[src/rtl/led_shift_sequencer_pkg.sv]
// Shared definitions for the LED shift sequencer: sizes, mode/state encodings,
// and the ring position step used by the position mirror.
package led_shift_sequencer_pkg;

    localparam int unsigned WIDTH       = 16;
    localparam int unsigned POS_W       = $clog2(WIDTH);
    localparam int unsigned PAUSE_TICKS = 4;
    localparam int unsigned CNT_W       = 5;
    localparam int unsigned MODE_W      = 2;
    localparam int unsigned LEN_W       = 4;

    localparam logic [MODE_W-1:0] MODE_MANUAL = 2'd0;
    localparam logic [MODE_W-1:0] MODE_BOUNCE = 2'd1;
    localparam logic [MODE_W-1:0] MODE_BURST  = 2'd2;
    localparam logic [MODE_W-1:0] MODE_SWEEP  = 2'd3;

    typedef enum logic [1:0] {
        ST_IDLE   = 2'd0,
        ST_MANUAL = 2'd1,
        ST_RUN    = 2'd2,
        ST_PAUSE  = 2'd3
    } state_e;

    // One ring step: dir=1 moves toward the MSB, dir=0 toward the LSB, wrapping.
    function automatic logic [POS_W-1:0] step_pos(input logic [POS_W-1:0] p, input logic d);
        if (d) begin
            return (p == POS_W'(WIDTH - 1)) ? '0 : p + POS_W'(1);
        end
        return (p == '0) ? POS_W'(WIDTH - 1) : p - POS_W'(1);
    endfunction

endpackage

[src/rtl/led_shift_sequencer_rise_detect.sv]
// Rising-edge detector: remembers the previous level and flags a 0->1 change.
module led_shift_sequencer_rise_detect (
    input  logic clk_div,
    input  logic rst,
    input  logic sig_i,
    output logic rise_o
);

    logic sig_q;

    // Previous-cycle copy of the input level.
    always_ff @(posedge clk_div or posedge rst) begin
        if (rst) begin
            sig_q <= 1'b0;
        end else begin
            sig_q <= sig_i;
        end
    end

    assign rise_o = sig_i & ~sig_q;

endmodule

[src/rtl/led_shift_sequencer.sv]
// Sequencer driving en/dir of the 16-LED one-hot rotating shifter, with a
// position mirror of the lit LED so direction decisions never read the LED bus.
module led_shift_sequencer
    import led_shift_sequencer_pkg::*;
(
    input  logic              clk_div,
    input  logic              rst,
    input  logic              start_i,
    input  logic              stop_i,
    input  logic [MODE_W-1:0] mode_i,
    input  logic              man_en_i,
    input  logic              man_dir_i,
    input  logic [LEN_W-1:0]  burst_len_i,
    output logic              en_o,
    output logic              dir_o,
    output logic [POS_W-1:0]  pos_o,
    output logic              busy_o,
    output logic              evt_o
);

    state_e              state_q;
    logic [POS_W-1:0]    pos_q;
    logic [POS_W-1:0]    pos_d;
    logic                dir_q;
    logic [CNT_W-1:0]    step_cnt_q;
    logic [CNT_W-1:0]    pause_cnt_q;
    logic [MODE_W-1:0]   mode_q;
    logic [CNT_W-1:0]    len_q;
    logic                start_rise;
    logic                en_c;
    logic                dir_c;
    logic                evt_c;

    led_shift_sequencer_rise_detect u_start_rise (
        .clk_div (clk_div),
        .rst     (rst),
        .sig_i   (start_i),
        .rise_o  (start_rise)
    );

    // Output decode from registered state; only MANUAL passes inputs straight through.
    always_comb begin
        en_c  = 1'b0;
        dir_c = dir_q;
        evt_c = 1'b0;
        case (state_q)
            ST_MANUAL: begin
                en_c  = man_en_i;
                dir_c = man_dir_i;
            end
            ST_RUN: begin
                en_c = 1'b1;
                case (mode_q)
                    MODE_BOUNCE: evt_c = (dir_q  && (pos_q == POS_W'(WIDTH - 2))) ||
                                         (!dir_q && (pos_q == POS_W'(1)));
                    MODE_BURST:  evt_c = (step_cnt_q == (len_q - CNT_W'(1)));
                    MODE_SWEEP:  evt_c = (step_cnt_q == CNT_W'(WIDTH - 1));
                    default:     evt_c = 1'b0;
                endcase
            end
            default: begin
                en_c  = 1'b0;
                dir_c = dir_q;
            end
        endcase
        pos_d = en_c ? step_pos(pos_q, dir_c) : pos_q;
    end

    // Sequencer state, counters, latched start parameters and position mirror.
    always_ff @(posedge clk_div or posedge rst) begin
        if (rst) begin
            state_q     <= ST_IDLE;
            pos_q       <= POS_W'(WIDTH - 1);
            dir_q       <= 1'b0;
            step_cnt_q  <= '0;
            pause_cnt_q <= '0;
            mode_q      <= MODE_MANUAL;
            len_q       <= CNT_W'(WIDTH);
        end else begin
            pos_q <= pos_d;
            if (stop_i) begin
                state_q <= ST_IDLE;
            end else begin
                case (state_q)
                    ST_IDLE: begin
                        if (start_rise) begin
                            mode_q <= mode_i;
                            len_q  <= (burst_len_i == '0) ? CNT_W'(WIDTH) : CNT_W'(burst_len_i);
                            case (mode_i)
                                MODE_MANUAL: state_q <= ST_MANUAL;
                                MODE_BOUNCE: begin
                                    state_q <= ST_RUN;
                                    // Never start a bounce by walking off an end of the ring.
                                    if (pos_q == POS_W'(WIDTH - 1)) begin
                                        dir_q <= 1'b0;
                                    end else if (pos_q == '0) begin
                                        dir_q <= 1'b1;
                                    end else begin
                                        dir_q <= man_dir_i;
                                    end
                                end
                                default: begin
                                    state_q    <= ST_RUN;
                                    dir_q      <= man_dir_i;
                                    step_cnt_q <= '0;
                                end
                            endcase
                        end
                    end
                    ST_RUN: begin
                        step_cnt_q <= step_cnt_q + CNT_W'(1);
                        if (evt_c) begin
                            case (mode_q)
                                MODE_BOUNCE: dir_q <= ~dir_q;
                                MODE_BURST: begin
                                    state_q     <= ST_PAUSE;
                                    pause_cnt_q <= '0;
                                end
                                MODE_SWEEP:  state_q <= ST_IDLE;
                                default:     state_q <= ST_IDLE;
                            endcase
                        end
                    end
                    ST_PAUSE: begin
                        pause_cnt_q <= pause_cnt_q + CNT_W'(1);
                        if (pause_cnt_q == CNT_W'(PAUSE_TICKS - 1)) begin
                            state_q    <= ST_RUN;
                            step_cnt_q <= '0;
                        end
                    end
                    default: state_q <= state_q;
                endcase
            end
        end
    end

    assign en_o   = en_c;
    assign dir_o  = dir_c;
    assign pos_o  = pos_q;
    assign busy_o = (state_q != ST_IDLE);
    assign evt_o  = evt_c;

endmodule

[config.mk]
export PLATFORM = sky130hd
export DESIGN_NAME = led_shift_sequencer
export DESIGN_NICKNAME = d
export VERILOG_FILES = /design/src/rtl/led_shift_sequencer_pkg.sv /design/src/rtl/led_shift_sequencer_rise_detect.sv /design/src/rtl/led_shift_sequencer.sv
export SDC_FILE = /design/constraint.sdc
export NUM_CORES = 1
export LEC_CHECK = 0
export CAP_MARGIN = 20
export CORE_UTILIZATION = 61
export DETAILED_ROUTE_END_ITERATION = 8
export GPL_ROUTABILITY_DRIVEN = 0
export GPL_TIMING_DRIVEN = 0
export PLACE_DENSITY = 0.85
export SYNTH_ARGS = -nofsm -noshare
export SYNTH_HDL_FRONTEND = slang
export SYNTH_HIERARCHICAL = 1
export SYNTH_SLANG_ARGS = --single-unit
[constraint.sdc]
create_clock -name clk_div -period 5.9 [get_ports clk_div]
set_input_delay 0.59 -clock clk_div [delete_from_list [all_inputs] [get_ports clk_div]]
set_output_delay 0.59 -clock clk_div [all_outputs]
set_load 0.02 [all_outputs]
* Yosys cells after proc, flatten, opt, wreduce, memory -nomap -nowiden *
Cells that the tools add are included.

storage, ports and cells
  output and inout port bits = 8
  register bits = 25
  logic and storage cells = 91
  input port bits = 12

cells by class
  reduce and logical (&&, ||, !) cells = 19
  eq/ne operators = 24
  muxes and demuxes = 31
  bitwise operators = 4
  add/subtract/negate cells = 5

operators by type and width
  kind                 count
  $mux 5               6
  $mux 4               4
  $pmux 5 s3           1
  $ne 2x2->1 const B   6
  $ne 3x3->1 const B   4
  $add 5x1->5 const B  2
  $mux 2               5
  $pmux 5 s2           1
  $reduce_and 5->1     2
  $eq 2x2->1 const B   4
  $eq 4x4->1 const B   2
  $logic_not 4->1      2
  $mux 1               8
  $eq 2x1->1 const B   3
  $pmux 1 s2           3
  $pmux 2 s3           1
  $reduce_and 6->1     1
  $reduce_bool 2->1    3
  $eq 5x2->1 const B   1
  $eq 5x4->1 const B   1
  $eq 5x5->1           1
  $sub 5x1->5 const B  1
  $add 4x1->4 const B  1
  $eq 4x1->1 const B   1
  15 further kinds     19

* Depth between registers and ports, before layout *
  depth in word-level cells = 8
  mapped depth = 9
  depth with buffers taken out = 9

* Modules after synthesis *
Netlist, hierarchy kept.

modules (own cells, without submodules)
  module                           area an instance (µm²)  cells an instance  times used
  led_shift_sequencer              1810.5                  205                1
  led_shift_sequencer_rise_detect  42.5                    3                  1

* Least setup slack after synthesis *
Ideal clock, no wire load.

  kind = register to output
  from = register len_q[0]
  to = output port evt_o
  slack = 3037 ps
  stages on the path, launching flop included = 8
  arrival time = 2273 ps
  path buffers = 0
  data required time = 5310 ps
  path through = dfrtp_1 inv_1 ha_1 xor2_1 or4b_4 a222oi_1 nand2_1 a21oi_1

between the ends
  cells in the longest elaborated chain, start to end = 4

ends and longest elaborated chain
  what                      RTL line                   RTL
  start: declaration        led_shift_sequencer.sv:28  logic [CNT_W-1:0] len_q;
  start signal: assignment  led_shift_sequencer.sv:78  len_q <= CNT_W'(WIDTH);
  start signal: assignment  led_shift_sequencer.sv:88  len_q <= (burst_len_i == '0) ? CNT_W'(WIDTH) : CNT_W'(burst_len_i);
  $sub 5x1->5               led_shift_sequencer.sv:56  MODE_BURST: evt_c = (step_cnt_q == (len_q - CNT_W'(1)));
  $eq 5x5->1                led_shift_sequencer.sv:56
  $pmux 1 s3                led_shift_sequencer.sv:53  case (mode_q)
  $mux 1                    led_shift_sequencer.sv:46  case (state_q)
  end: declaration          led_shift_sequencer.sv:18  output logic evt_o

Every way passes these cells.

* Worst setup path in the final report *
Ends and elaborated chain as after synthesis.

==> impl_metrics.ini <==
[yosys]
synthArstFlopShare_pct = 100
synth_edf_count = 0
synth_nets = 233
syn-cell-area_um2 = 1850
avgSynthCellArea_um2 = 8.91
yosys.cell_types.count = 55
synth_cells = 208
yosys.area_share.simple_pct = 22.6
synthMuxAreaShare_pct = 4.73
ys_seq_area_share_pct = 34.1
synth_seq_cells = 25
synthXorXnorAreaFrac_pct = 1.89
synth_compound_area_share_pct = 23.2
synth_top_family_by_area = compound AO/OA/AOI/OAI gates
yosysWarnings = 6
synthAdderAreaFrac_pct = 8.78
synth-main-ff-cell = dfrtp_1

[floorplanning]
fp-row-count = 19
die_h_um = 57.1
core_um2 = 2810
die_x_um = 57.1
start_util_pct = 66.1
boundaryPins = 20
die-area_um2 = 3260

[cells_and_area]
final_cell_mix = dfrtp_1 (20), nand2_1 (19), clkdlybuf4s50_1 (19), inv_1 (17), ha_1 (13)
stdcell_count = 262
syn_to_final_growth_pct = 14.0
mostFrequentLayoutCell = dfrtp_1
nets = 257
fillers = 217
multi_input_area_um2 = 1130
drive_gt1_share_pct = 9.96
antennaDiodeCount = 0
seq_area_um2 = 632

[timing]
worst_pin_slew_ns = 0.917
finalSetupTns_ns = 0
max_freq_ghz = 0.253
fin_crit_sh_pct = 67.1
drv_slew = 0
fin_crit_ns = 3.96
slew_headroom_pct = 38.8
rsz0062_at_grt = no
hold_viol_final = 0
setup_violations = 0
finalClockSkew_ns = 0.00476

[pwr]
powerDensity_nw_per_um2 = 426
ir_drop_v = 0.000338
p_leak_uw = 0.000851

[drt]
drtPass1Iterations = 7
post_drt_wl_per_cell_um = 16.4
via_per_inst = 6.56
wirelength_um = 4310
drt_iter0_drc = 131
antenna_left = 0
drc = 2
via_count = 1720

[worst_setup_path]
cp.arrival_ns = 3.37
crit_path_max_fanout = 7
startpoint_type = flip-flop
crit_required_ns = 5.31
cp-end-kind = primary output
critical_path_class = reg2out

[global_routing]
grt_pass1_vias = 1641
grt_usage_pct = 28.5
grt_max_degree = 25
gr-total-overflow = 0
antenna_found_initial = 0
grt_pass1_wl_um = 7270

[min_path]
hp-class = in2async

[cts]
clockBufferDepth = 2
cts_buffers = 3
post_cts_buffers = 0
cts_tree = yes
clk_pin_slew_ns = 0.16
clock_latency_ns = 0.34
cts.sinks = 25
clock_tree.root_cell = clkbuf_4
cts_max_level = 1
ctsHoldBuffers = 0
cts_resized = 0

[status]
status = finished, violations left
violations = DRC

[run]
cap_violations = 0

[placement]
hpwl_um = 3150
numPortBuffers = 19
place_inst = 258
## sequential cells by signal, summed over array words and instances, names as in the netlist
signal              cells
len_q                   5
dir_q                   1
u_start_rise/sig_q      1
state_q                 2
step_cnt_q              5
pause_cnt_q             5
mode_q                  2
pos_o                   4
## cell usage after synthesis, types with 4 or more instances
library cell  instances  share of area [%]
inv_1                17                3.4
or4_1                 6                2.4
dfrtp_1              20                 27
clkbuf_1              4               0.81
nor2b_1               4                1.4
mux2_2                6                3.6
dfstp_2               5                7.1
o211ai_1              8                3.2
nand2_1              19                3.8
a21oi_1              11                3.0
ha_1                 13                8.8
nand3_1               9                2.4
o21ai_0              10                2.7
nor2_1               12                2.4
xor2_1                4                1.9
## logic make-up (layout without fill, tap and decap cells)
| group | count (synthesis) | in the layout |
|---|---|---|
| DFF | 25 | 25 |
| adders and majority gates | 13 | 13 |
| muxes | 8 | 8 |
| AOI/OAI and AO/OA | 60 | 60 |
| buffers and inverters | 23 | 46 |
| xor gates and xnor gates | 4 | 4 |
| and+or+nand+nor | 75 | 75 |
## worst max-delay path, stage by stage (launching register included)
cell             delay (ns)
dfrtp_1                0.49
inv_1                  0.09
ha_1                   0.23
xor2_1                 0.19
or4b_4                 0.50
a222oi_1               0.54
nand2_1                0.21
a21oi_1                0.16
clkdlybuf4s50_1        0.62
## layout make-up
type / instances / area share, %
Timing Repair Buffer: 19 / 9.00
Clock buffer: 3 / 1.07
Sequential cell: 25 / 29.9
Buffer: 5 / 0.948
Clock inverter: 1 / 0.355
Inverter: 18 / 3.20
Tap cell: 31 / 1.84
Multi-Input combinational cell: 160 / 53.7
## metrics by stage
stage	cell area (um2)	total power, uW	hold WS, ns	util (%)	setup WS (ns)
CTS	2110	892	0.379	75.3	1.99
global placement	2080	769	0.478	74.2	2.49
detailed placement	2080	802	0.489	74.2	2.41
finish	2110	901	0.387	75.3	1.94
floorplan	1850	656	0.319	-	3.04
global route	2110	963	0.391	75.3	1.83
## report_power, final
| group | internal, uW | switching [uW] |
|---|---|---|
| clock | 26.0 | 61.0 |
| combinational | 221 | 282 |
| sequential | 237 | 73.6 |
## worst paths after layout
check | start | end | slack (ns) | cells past startpoint
min in group clk_div | len_q[4] | len_q[4] | 0.51 | 2
hold / removal | rst | u_start_rise/sig_q | 0.39 | 2
setup reg to reg | len_q[0] | pause_cnt_q[3] | 2.92 | 8
hold reg to reg | len_q[4] | len_q[4] | 0.51 | 2
setup / recovery | len_q[0] | evt_o | 1.94 | 8
max in group asynchronous | rst | state_q[0] | 4.58 | 2
## metal layers
layer,share of wire (%),wire length [um],global-route usage [%],up-vias
met1,47,2010,38.1,827
met2,47,2040,45.0,62
met4,1.6,70,13.9,0
met5,0,0,0,-
met3,4.5,193,4.76,9
li1,-,-,-,822
Note: power is estimated with default switching activity, not from simulation.
